[config.mk]
export PLATFORM = sky130hd
export DESIGN_NAME = smsdac_dsm_requant
export DESIGN_NICKNAME = d
export VERILOG_FILES = /design/src/rtl/smsdac_dsm_requant.sv
export SDC_FILE = /design/constraint.sdc
export NUM_CORES = 1
export LEC_CHECK = 0
export ABC_AREA = 1
export CAP_MARGIN = 15
export CELL_PAD_IN_SITES_DETAIL_PLACEMENT = 1
export CELL_PAD_IN_SITES_GLOBAL_PLACEMENT = 2
export CORE_MARGIN = 2
export CORE_UTILIZATION = 38
export CTS_CLUSTER_DIAMETER = 60
export CTS_CLUSTER_SIZE = 14
export DETAILED_ROUTE_END_ITERATION = 8
export PLACE_DENSITY_LB_ADDON = 0.2
export SYNTH_ARGS = -nofsm -noshare
export SYNTH_HDL_FRONTEND = slang
export SYNTH_SLANG_ARGS = --single-unit
[constraint.sdc]
create_clock -name clk -period 7.3 [get_ports clk]
set_input_delay 1.46 -clock clk [delete_from_list [all_inputs] [get_ports clk]]
set_output_delay 1.46 -clock clk [all_outputs]
set_load 0.02 [all_outputs]
[src/rtl/smsdac_dsm_requant.sv]
// smsdac_dsm_requant
//   Input stage of the segmented mismatch-shaping DAC. Accepts unsigned
//   samples over valid/ready, holds each one for OSR clocks and, every clock,
//   requantizes the held sample to a 5-bit code (0..30) with a second-order
//   error-feedback delta-sigma loop.
//
// Ports
//   clk         clock, all state changes on the rising edge
//   rst         asynchronous active-high reset
//   en          synchronous enable, 0 forces IDLE
//   in_data     unsigned sample, full scale 2^IN_W-1
//   in_valid    in_data valid
//   in_ready    combinational, block accepts in_data this cycle
//   code        registered DAC code, 0..30
//   code_valid  registered, code is live loop output
//   underrun    registered one-cycle pulse, hold period ended without a sample
//
// States
//   ST_IDLE | loop parked, code=0, waiting for the first sample
//   ST_RUN  | loop running on the held sample, reload every OSR cycles
module smsdac_dsm_requant #(
  parameter int IN_W = 12,
  parameter int OSR  = 4
) (
  input  logic            clk,
  input  logic            rst,
  input  logic            en,
  input  logic [IN_W-1:0] in_data,
  input  logic            in_valid,
  output logic            in_ready,
  output logic [4:0]      code,
  output logic            code_valid,
  output logic            underrun
);

  localparam int ACC_W = IN_W + 7;
  localparam int CNT_W = (OSR > 1) ? $clog2(OSR) : 1;

  typedef enum logic {ST_IDLE, ST_RUN} state_t;

  state_t           state_q, state_d;
  logic [IN_W-1:0]  held_q, held_d;
  logic [CNT_W-1:0] cnt_q, cnt_d;
  logic [IN_W-1:0]  e1_q, e1_d;
  logic [IN_W-1:0]  e2_q, e2_d;
  logic [4:0]       code_q, code_d;
  logic             code_valid_q, code_valid_d;
  logic             underrun_q, underrun_d;

  logic signed [ACC_W-1:0] held_ext;
  logic signed [ACC_W-1:0] prod30;
  logic signed [ACC_W-1:0] e1_x2;
  logic signed [ACC_W-1:0] e2_ext;
  logic signed [ACC_W-1:0] acc;
  logic signed [6:0]       q;
  logic                    last;
  logic                    accept;

  assign held_ext = {{7{1'b0}}, held_q};
  assign prod30   = (held_ext <<< 5) - (held_ext <<< 1);
  assign e1_x2    = {{6{1'b0}}, e1_q, 1'b0};
  assign e2_ext   = {{7{1'b0}}, e2_q};
  assign acc      = prod30 + e1_x2 - e2_ext;
  // Arithmetic shift by IN_W is just the top bits; the residue acc - q*2^IN_W
  // is then simply the low IN_W bits of acc.
  assign q        = acc[ACC_W-1:IN_W];

  assign last     = (cnt_q == CNT_W'(OSR - 1));
  assign in_ready = en & ((state_q == ST_IDLE) | last);
  assign accept   = in_valid & in_ready;

  always_comb begin
    state_d      = state_q;
    held_d       = held_q;
    cnt_d        = cnt_q;
    e1_d         = e1_q;
    e2_d         = e2_q;
    code_d       = code_q;
    code_valid_d = code_valid_q;
    underrun_d   = 1'b0;

    if (!en) begin
      state_d      = ST_IDLE;
      cnt_d        = '0;
      e1_d         = '0;
      e2_d         = '0;
      code_d       = '0;
      code_valid_d = 1'b0;
    end else begin
      case (state_q)
        ST_IDLE: begin
          cnt_d        = '0;
          e1_d         = '0;
          e2_d         = '0;
          code_d       = '0;
          code_valid_d = 1'b0;
          if (accept) begin
            held_d  = in_data;
            state_d = ST_RUN;
          end
        end
        default: begin
          code_valid_d = 1'b1;
          // Out-of-range quantizer output clamps and dumps the error history
          // so the loop cannot wind up.
          if (q < 7'sd0) begin
            code_d = 5'd0;
            e1_d   = '0;
            e2_d   = '0;
          end else if (q > 7'sd30) begin
            code_d = 5'd30;
            e1_d   = '0;
            e2_d   = '0;
          end else begin
            code_d = q[4:0];
            e2_d   = e1_q;
            e1_d   = acc[IN_W-1:0];
          end

          if (last) begin
            cnt_d = '0;
            if (accept) begin
              held_d = in_data;
            end else begin
              underrun_d = 1'b1;
            end
          end else begin
            cnt_d = cnt_q + CNT_W'(1);
          end
        end
      endcase
    end
  end

  always_ff @(posedge clk or posedge rst) begin
    if (rst) begin
      state_q      <= ST_IDLE;
      held_q       <= '0;
      cnt_q        <= '0;
      e1_q         <= '0;
      e2_q         <= '0;
      code_q       <= '0;
      code_valid_q <= 1'b0;
      underrun_q   <= 1'b0;
    end else begin
      state_q      <= state_d;
      held_q       <= held_d;
      cnt_q        <= cnt_d;
      e1_q         <= e1_d;
      e2_q         <= e2_d;
      code_q       <= code_d;
      code_valid_q <= code_valid_d;
      underrun_q   <= underrun_d;
    end
  end

  assign code       = code_q;
  assign code_valid = code_valid_q;
  assign underrun   = underrun_q;

endmodule

Word level (Yosys, flattened, before mapping)
Index checks and enable logic that the tools add are counted.
- register bits: 46
- logic and storage cells: 48
- input bits: 16
- reductions and logical operators: 1
- bitwise gates (word level): 4
- order comparisons: 2
- $add $sub $neg: 4
- multiplexer cells: 27
- equal/unequal tests: 2
- operators by type and width (operator ; count):
    2-to-1 mux 12 bit ; 11
    2-to-1 mux 5 bit ; 4
    adder 18 x 14 -> 19 bit ; 1
    subtractor 19 x 13 -> 19 bit ; 1
    subtractor 17 x 13 -> 18 bit ; 1
    2-to-1 mux 1 bit ; 9
    greater-than comparator 7 x 6 -> 1 bit, second input constant ; 1
    less-than comparator 7 x 1 -> 1 bit, second input constant ; 1
    2-to-1 mux 2 bit ; 3
    adder 2 x 1 -> 2 bit, second input constant ; 1
    bitwise AND 1 bit ; 2
    == test 2 bit, second input constant ; 1
    inequality test 2 x 1 -> 1 bit, second input constant ; 1
    AND reduction 2 bit ; 1
    NOT 1 bit ; 1
    OR 1 bit ; 1

Longest topological paths before layout
Gate-level depths: netlist (run 1).
- word-level depth: 8
- depth in mapped cells: 25

Worst setup path before layout (run 1)
No wires, ideal clock.
- path kind: reg-to-reg
- start point: register held_q[8]
- end point: register e1_q[10]
- arrival time: 3.450 ns
- setup slack: 3.730 ns
- cell stages (with the launch flop): 22
- cells stage by stage: dfrtp_1 -> clkbuf_1 -> inv_1 -> ha_1 -> nand2_1 -> o21ai_0 -> nor3_1 -> xor2_1 -> fa_1 -> inv_1 -> ha_1 -> nand2_2 -> inv_1 -> a21oi_1 -> nand3_1 -> nand2_1 -> inv_1 -> o21ai_0 -> nand2_2 -> nand3_4 -> buf_6 -> nor2_1
- cells in the longest elaborated chain, start to end: 8
- elaborated cells between the ends (all ways): 9
- ends and longest elaborated chain (item ; RTL line ; RTL):
    from (decl) ; 42 ; logic [IN_W-1:0] held_q, held_d;
    from (signal assigned) ; 147 ; held_q <= held_d;
    subtractor 17 x 13 -> 18 bit * ; 60 ; assign prod30 = (held_ext <<< 5) - (held_ext <<< 1);
    adder 18 x 14 -> 19 bit * ; 63 ; assign acc = prod30 + e1_x2 - e2_ext;
    subtractor 19 x 13 -> 19 bit * ; 63 ;
    greater-than comparator 7 x 6 -> 1 bit ; 110 ; end else if (q > 7'sd30) begin
    2-to-1 mux 12 bit ; 110 ;
    2-to-1 mux 12 bit * ; 106 ; if (q < 7'sd0) begin
    2-to-1 mux 12 bit * ; 90 ; case (state_q)
    2-to-1 mux 12 bit * ; 82 ; if (!en) begin
    via e1_d[10] ; 44 ; logic [IN_W-1:0] e1_q, e1_d;
    to (signal assigned) ; 140 ; e1_q <= '0;
    to (signal assigned) ; 149 ; e1_q <= e1_d;
    to (decl) ; 44 ;
Mark *: on every way through the listed nets, which the timed path passes. The rest lies on a longest branch.
A chain may end at the register's enable or synchronous reset.

Worst setup path in the final report (run 1)
- start point: input port en
- end point: output port in_ready
- cells in the longest elaborated chain, start to end: 1
- ends and longest elaborated chain (item ; RTL line ; RTL):
    from (decl) ; 27 ; input logic en,
    bitwise AND 1 bit ; 69 ; assign in_ready = en & ((state_q == ST_IDLE) | last);
    to (decl) ; 30 ; output logic in_ready,
No other way between the ends.

==> insert_results.sql, run 1 <==
INSERT INTO impl_metrics (metric_group, metric, value, unit) VALUES
('run_status', 'outcome', 'finished clean', ''),
('cts', 'cts_root_buffer', 'sky130_fd_sc_hd__clkbuf_8', ''),
('cts', 'tritoncts.num_buffers', '5', ''),
('cts', 'hold_buffers', '0', ''),
('timing', 'min_period', '4.349', 'ns'),
('logic_synthesis', 'avgSynthCellArea', '7.529', 'um2'),
('logic_synthesis', 'syn_inst', '462', ''),
('logic_synthesis', 'synth_fp_nets', '518', ''),
('logic_synthesis', 'most_frequent_cell_after_synthesis', 'sky130_fd_sc_hd__inv_1', ''),
('floorplan', 'floorplan.io_pins', '24', ''),
('critical_path', 'timing.critical_path.slowest_cell_delay', '0.66', 'ns'),
('critical_path', 'start_kind', 'input pin', ''),
('timing', 'rsz0062_at_grt', 'no', ''),
('timing', 'post_route_hold_slack', '0.4637', 'ns'),
('logic_synthesis', 'synth-async-reset-ratio', '1.000', ''),
('routing', 'routed_via_density', '4.831', ''),
('timing', 'finalSetupTns', '0', 'ns'),
('floorplan', 'chipWidth', '99.68', 'um'),
('cts', 'htree_num_levels', '2', ''),
('cts', 'clock_tree.buffer_depth', '2', ''),
('finish', 'n_fill_cell', '1139', ''),
('finish', 'fraction_of_layout_cells_with_a_size_suffix_above_1', '0.04508', ''),
('logic_synthesis', 'most_instantiated_cells_after_synthesis', 'sky130_fd_sc_hd__inv_1, sky130_fd_sc_hd__nand2_1, sky130_fd_sc_hd__nor2_1', ''),
('logic_synthesis', 'post_synth_num_cell_types', '31', ''),
('cts', 'cts_tree', 'done', ''),
('critical_path', 'crit_chain', 'clkdlybuf4s50_1 > a21boi_0 > clkdlybuf4s50_1', ''),
('logic_synthesis', 'post_synth_main_area_contributors', 'sky130_fd_sc_hd__dfrtp_1, sky130_fd_sc_hd__inv_1, sky130_fd_sc_hd__ha_1, sky130_fd_sc_hd__nand2_1, sky130_fd_sc_hd__fa_1', ''),
('critical_path', 'critPathSlowestCell', 'sky130_fd_sc_hd__clkdlybuf4s50_1', ''),
('cts', 'cts.repair.resized', '0', ''),
('routing', 'detail_route.drc_violations', '0', ''),
('routing', 'drt_pre_antenna_iters', '4', ''),
('logic_synthesis', 'ys.flop_type', 'sky130_fd_sc_hd__dfrtp_1', ''),
('logic_synthesis', 'yosys_warnings', '0', ''),
('logic_synthesis', 'synth_sequential_area_ratio', '0.3309', ''),
('critical_path', 'crit_required', '5.84', 'ns'),
('timing', 'setup_viol', '0', ''),
('logic_synthesis', 'mappedNetlistArea', '3478', 'um2'),
('critical_path', 'critPathTopFamily', 'buffers and inverters', ''),
('timing', 'worst-slew-pin-transition', '0.9995', 'ns'),
('logic_synthesis', 'yosys.area.top_type', 'sky130_fd_sc_hd__dfrtp_1', ''),
('routing', 'drtAntennaViolNets', '0', ''),
('global_routing', 'antenna_found_initial', '0', ''),
('flow_run', 'drv_cap', '0', ''),
('routing', 'drt_first_iter_violations', '99', ''),
('logic_synthesis', 'count_of_state_elements_after_synthesis', '46', ''),
('critical_path', 'worstPathMaxFanout', '3', ''),
('floorplan', 'core_area', '8806', 'um2'),
('worst_hold_path', 'holdCritPathClass', 'reg -> reg', ''),
('finish', 'finish.net_count', '543', ''),
('timing', 'max_clock_freq', '229.9', 'MHz'),
('floorplan', 'die_area', '9935', 'um2'),
('critical_path', 'crit_type', 'in -> out', ''),
('placement', 'io_port_bufs', '23', ''),
('timing', 'fin_crit_sh', '0.5958', ''),
('critical_path', 'critPathMostFrequentCell', 'sky130_fd_sc_hd__clkdlybuf4s50_1', ''),
('critical_path', 'worstPathArrival', '2.89', 'ns'),
('floorplan', 'die-height', '99.68', 'um'),
('timing', 'fin_skew', '0.009139', 'ns'),
('global_routing', 'vias_in_the_first_global_route', '3089', ''),
('cts', 'post-cts-setup-buffers', '0', ''),
('timing', 'report.final.hold_viol_count', '0', ''),
('global_routing', 'first_pass_grt_wire_length', '14240', 'um'),
('critical_path', 'critical_path_buf_inv_count', '2', ''),
('global_routing', 'total_congestion_overflow_after_global_routing', '0', ''),
('placement', 'post-dp-hpwl', '6527', 'um'),
('placement', 'place_congestion', '0.7973', ''),
('cts', 'cts_num_sinks', '46', ''),
('routing', 'route.vias.total', '2879', ''),
('critical_path', 'setup.reg_to_reg.worst_slack', '3.12', 'ns'),
('critical_path', 'setup.worst_path.end_class', 'primary output', ''),
('cts', 'clkSlewWorstSetupHoldPaths', '0.09', 'ns');
-- metrics by stage --
stage               instances    util  worst slack, ns  cell area (um2)
finish                    596  0.4446            2.951             3915
global route              596  0.4446            2.732             3915
CTS                       596  0.4446            2.936             3915
detailed placement        588  0.4327            2.935             3810
global placement          588  0.4327            3.010             3810
floorplan                 462       -            3.730             3478
-- per-layer routing --
metal  up-vias  track usage  routed length, um
li1       1476            -                  -
met1      1377       0.2302               3906
met2        21       0.3207               4022
met3         5      0.02319                125
met4         0      0.03583                 74
met5         -            0                  0
-- worst paths after layout --
kind,startpoint,to,depth (start not counted)
setup reg to reg,held_q[8],e1_q[0],20
min in group asynchronous,rst,held_q[3],2
hold / removal,cnt_q[0],cnt_q[0],1
hold reg to reg,cnt_q[0],cnt_q[0],1
max in group asynchronous,rst,held_q[1],2
setup / recovery,en,in_ready,3
-- logic make-up (layout without fill, tap and decap cells) --
group                      after synthesis  in the layout  synth area share
xor gates and xnor gates                21             21           0.05288
adders and majority gates               40             40            0.1698
DFF                                     46             46            0.3309
and+or+nand+nor                        204            204            0.2558
buffers and inverters                  103            129            0.1155
AOI/OAI and AO/OA                       48             48           0.07518
-- registers in the layout, summed over array words and instances (netlist names) --
| signal | cells |
|---|---|
| underrun | 1 |
| state_q | 1 |
| code_valid | 1 |
| code | 5 |
| e2_q | 12 |
| cnt_q | 2 |
| held_q | 12 |
| e1_q | 12 |
-- layout make-up --
cell class / instances / area (um2) / area share
inverters: 98 / 367.9 / 0.09396
clock buffers: 7 / 96.34 / 0.02461
clock inverters: 1 / 8.758 / 0.002237
well taps: 108 / 135.1 / 0.03452
flip-flops and latches: 46 / 1151 / 0.2940
repair buffers: 23 / 230.2 / 0.05880
multi-input cells: 313 / 1926 / 0.4919
-- layout by cell type (no fill, tap or decap), types with 2 or more instances in the layout --
| master | netlist | layout |
|---|---|---|
| sky130_fd_sc_hd__nand3_1 | 25 | 25 |
| sky130_fd_sc_hd__a21boi_0 | 3 | 3 |
| sky130_fd_sc_hd__clkdlybuf4s50_1 | 0 | 23 |
| sky130_fd_sc_hd__a21oi_1 | 32 | 32 |
| sky130_fd_sc_hd__ha_1 | 28 | 28 |
| sky130_fd_sc_hd__xor2_1 | 9 | 9 |
| sky130_fd_sc_hd__nor2_1 | 59 | 59 |
| sky130_fd_sc_hd__clkbuf_8 | 0 | 7 |
| sky130_fd_sc_hd__nand4_1 | 6 | 6 |
| sky130_fd_sc_hd__nor2_2 | 5 | 5 |
| sky130_fd_sc_hd__nor4_1 | 2 | 2 |
| sky130_fd_sc_hd__dfrtp_1 | 46 | 46 |
| sky130_fd_sc_hd__xnor2_1 | 12 | 12 |
| sky130_fd_sc_hd__o21ai_0 | 8 | 8 |
| sky130_fd_sc_hd__fa_1 | 12 | 12 |
| sky130_fd_sc_hd__nor3_1 | 8 | 8 |
| sky130_fd_sc_hd__inv_1 | 98 | 97 |
| sky130_fd_sc_hd__nand2_2 | 3 | 3 |
| sky130_fd_sc_hd__nand2_1 | 89 | 89 |
Power of run 1 is left out: the tool's default activity adds up to more than one toggle a clock period on the data nets, which glitch-free logic cannot reach.
==> run 2, diff against run 1 <==
CORE_UTILIZATION = 35   (was 38)
clock period = 4.5 ns   (was 7.3 ns; I/O delays follow)
==> run 2 against run 1 <==
Count of clock-buffer cells in the layout shrank 1. Setup slack lost 2.5 ns. Non-clock buffer count grew 1. Routed wire length grew 7.0%. Cell area grew 1.2%. Flip-flop and latch count is the same. Utilization shrank 3.7 points. First-iteration DRC count shrank 38%. Highest routed layer unchanged.
==> insert_results.sql, run 2 (synthesis gave the netlist of run 1 again) <==
INSERT INTO impl_metrics (metric_group, metric, value, unit) VALUES
('run_status', 'outcome', 'finished clean', ''),
('timing', 'max_clock_freq', '246.9', 'MHz'),
('global_routing', 'antenna_found_initial', '0', ''),
('placement', 'detailedPlace.worstSlack', '0.2724', 'ns'),
('routing', 'drt_pre_antenna_iters', '4', ''),
('critical_path', 'start_kind', 'flip-flop', ''),
('cts', 'clkSlewWorstSetupHoldPaths', '0.09', 'ns'),
('cts', 'clock_tree.buffer_depth', '2', ''),
('cts', 'post-cts-setup-buffers', '0', ''),
('finish', 'insertedDiodeCount', '0', ''),
('finish', 'fraction_of_layout_cells_with_a_size_suffix_above_1', '0.04703', ''),
('placement', 'post-dp-hpwl', '6887', 'um'),
('timing', 'finalSetupTns', '0', 'ns'),
('timing', 'rsz0062_at_grt', 'no', ''),
('timing', 'setup_viol', '0', ''),
('floorplan', 'chipWidth', '103.7', 'um'),
('cts', 'cts_num_sinks', '46', ''),
('global_routing', 'vias_in_the_first_global_route', '3209', ''),
('critical_path', 'worstPathArrival', '4.24', 'ns'),
('floorplan', 'placement_rows', '36', ''),
('cts', 'htree_num_levels', '2', ''),
('finish', 'most-common-layout-cells', 'sky130_fd_sc_hd__inv_1, sky130_fd_sc_hd__nand2_1, sky130_fd_sc_hd__nor2_1', ''),
('cts', 'insertion_delay', '0.31', 'ns'),
('routing', 'detail_route.drc_violations', '0', ''),
('timing', 'report.final.hold_viol_count', '0', ''),
('finish', 'n_fill_cell', '1282', ''),
('routing', 'post_drt_wl_per_cell', '13.99', 'um'),
('floorplan', 'die-height', '103.7', 'um'),
('global_routing', 'grt_max_degree', '47', ''),
('routing', 'routed_via_density', '4.658', ''),
('placement', 'place_congestion', '0.8049', ''),
('finish', 'area_delta_synth_final', '13.92', '%'),
('timing', 'worst-slew-pin-transition', '0.7256', 'ns'),
('worst_hold_path', 'holdCritPathClass', 'reg -> reg', ''),
('critical_path', 'crit_type', 'reg -> reg', ''),
('floorplan', 'core_area', '9729', 'um2'),
('finish', 'layout_commonest_cell', 'sky130_fd_sc_hd__inv_1', ''),
('timing', 'final-max-slew-violation-count', '0', ''),
('placement', 'io_port_bufs', '23', ''),
('cts', 'tritoncts.num_buffers', '5', ''),
('critical_path', 'worstRegToRegCells', '22', ''),
('routing', 'drt_first_iter_violations', '61', ''),
('timing', 'max_slew_headroom', '0.5151', ''),
('routing', 'route.vias.total', '2897', ''),
('worst_hold_path', 'holdPathStages', '1', ''),
('critical_path', 'setup.worst_path.end_class', 'flip-flop', ''),
('floorplan', 'effective_utilization_at_floorplan', '0.3575', ''),
('timing', 'fin_skew', '0.01048', 'ns'),
('timing', 'min_period', '4.050', 'ns'),
('timing', 'fin_crit_sh', '0.9000', ''),
('critical_path', 'setup.reg_to_reg.worst_slack', '0.45', 'ns'),
('routing', 'wl', '8700', 'um'),
('worst_hold_path', 'endpoint_of_the_worst_hold_path', 'cnt_q[0]', ''),
('critical_path', 'r2r_end', 'e2_q[10]', ''),
('cts', 'cts_root_buffer', 'sky130_fd_sc_hd__clkbuf_8', ''),
('timing', 'setup_slack', '0.4499', 'ns'),
('floorplan', 'die_area', '10750', 'um2'),
('global_routing', 'total_congestion_overflow_after_global_routing', '0', ''),
('critical_path', 'timing.rr.start', 'held_q[1]', ''),
('finish', 'finish.net_count', '545', ''),
('critical_path', 'crit_required', '4.69', 'ns'),
('worst_hold_path', 'hold_path_startpoint', 'cnt_q[0]', ''),
('finish', 'largestRegisters', 'e1_q (12), e2_q (12), held_q (12)', ''),
('flow_run', 'drv_cap', '0', ''),
('routing', 'drtAntennaViolNets', '0', ''),
('floorplan', 'floorplan.io_pins', '24', ''),
('cts', 'cts_tree', 'done', ''),
('global_routing', 'grtUsageTotal', '0.1734', ''),
('global_routing', 'first_pass_grt_wire_length', '15020', 'um'),
('critical_path', 'worstPathMaxFanout', '12', '');
run 2: cell types whose count changed in the layout (fill, tap and decap cells not counted), sizes merged:
| cell | previous run | this run |
|---|---|---|
| clkinvlp | 0 | 1 |
| clkbuf | 7 | 6 |
| nand3 | 27 | 28 |
| clkinv | 1 | 0 |
| buf | 0 | 1 |
run 2: routing by layer:
layer  track usage  wire length, um  share of wire  vias to the layer above
met4       0.06274              204          0.023                        0
li1              -                -              -                     1482
met2        0.3004             4240           0.49                       28
met5             0                0              0                        -
met1        0.2196             4097           0.47                     1370
met3       0.02643              157          0.018                       17
run 2: what timing repair did:
item	CTS	global route
endpoints found under the setup margin	0	25
hold buffers	0	0
gates resized for setup	0	4
run 2: area by class of cell:
type | count | area [um2] | area share
inverter | 98 | 367.9 | 0.09283
timing repair buffer | 24 | 250.2 | 0.06315
tap | 133 | 166.4 | 0.04200
clock buffer | 6 | 72.57 | 0.01831
sequential | 46 | 1151 | 0.2905
clock inverter | 1 | 7.507 | 0.001895
multi-input combinational | 314 | 1947 | 0.4913
run 2: metrics by stage:
step / utilization / cell area (um2) / hold slack, ns / instances
floorplan: - / 3478 / 0.4150 / 462
finish: 0.4073 / 3963 / 0.4459 / 622
global route: 0.4073 / 3963 / 0.4780 / 622
CTS: 0.4030 / 3921 / 0.4540 / 620
detailed placement: 0.3948 / 3841 / 0.4401 / 613
global placement: 0.3948 / 3841 / 0.4272 / 613
run 2: critical path: stages, from the launching register on:
cell,delay (ns)
sky130_fd_sc_hd__dfrtp_1,0.42
sky130_fd_sc_hd__ha_1,0.40
sky130_fd_sc_hd__a21oi_1,0.32
sky130_fd_sc_hd__o21ai_2,0.15
sky130_fd_sc_hd__nand3_1,0.10
sky130_fd_sc_hd__nand2_1,0.06
sky130_fd_sc_hd__or2_2,0.27
sky130_fd_sc_hd__nand2_1,0.08
sky130_fd_sc_hd__fa_1,0.42
sky130_fd_sc_hd__inv_1,0.07
sky130_fd_sc_hd__ha_1,0.27
sky130_fd_sc_hd__nand2_1,0.10
sky130_fd_sc_hd__inv_1,0.07
sky130_fd_sc_hd__nand2_1,0.09
sky130_fd_sc_hd__nand2_1,0.06
sky130_fd_sc_hd__a21oi_1,0.19
sky130_fd_sc_hd__nand2_1,0.07
sky130_fd_sc_hd__nand2_1,0.06
sky130_fd_sc_hd__nand2_1,0.06
sky130_fd_sc_hd__nor2_1,0.11
sky130_fd_sc_hd__nand3_2,0.20
sky130_fd_sc_hd__nand3_4,0.27
sky130_fd_sc_hd__nor2_1,0.07
run 2: how the worst max path moves through the flow:
stage / startpoint / to / slack (ns) / depth (start not counted)
floorplan: held_q[8] / e1_q[10] / 0.93 / 21
CTS: held_q[1] / e1_q[0] / 0.25 / 22
global placement: held_q[4] / e1_q[1] / 0.41 / 23
finish: held_q[1] / e2_q[10] / 0.45 / 22
global route: held_q[8] / e2_q[5] / 0.04 / 21
detailed placement: held_q[4] / e1_q[0] / 0.27 / 23
Power of run 2 is left out for the same reason.
==> run 3, diff against run 2 <==
GPL_ROUTABILITY_DRIVEN = 0   (was not set)
SKIP_CTS_REPAIR_TIMING = 1   (was not set)
==> results of run 3 <==
Same layout as run 2: the final DEF is identical, and so are final timing and power.
Power of run 3 is left out for the same reason.
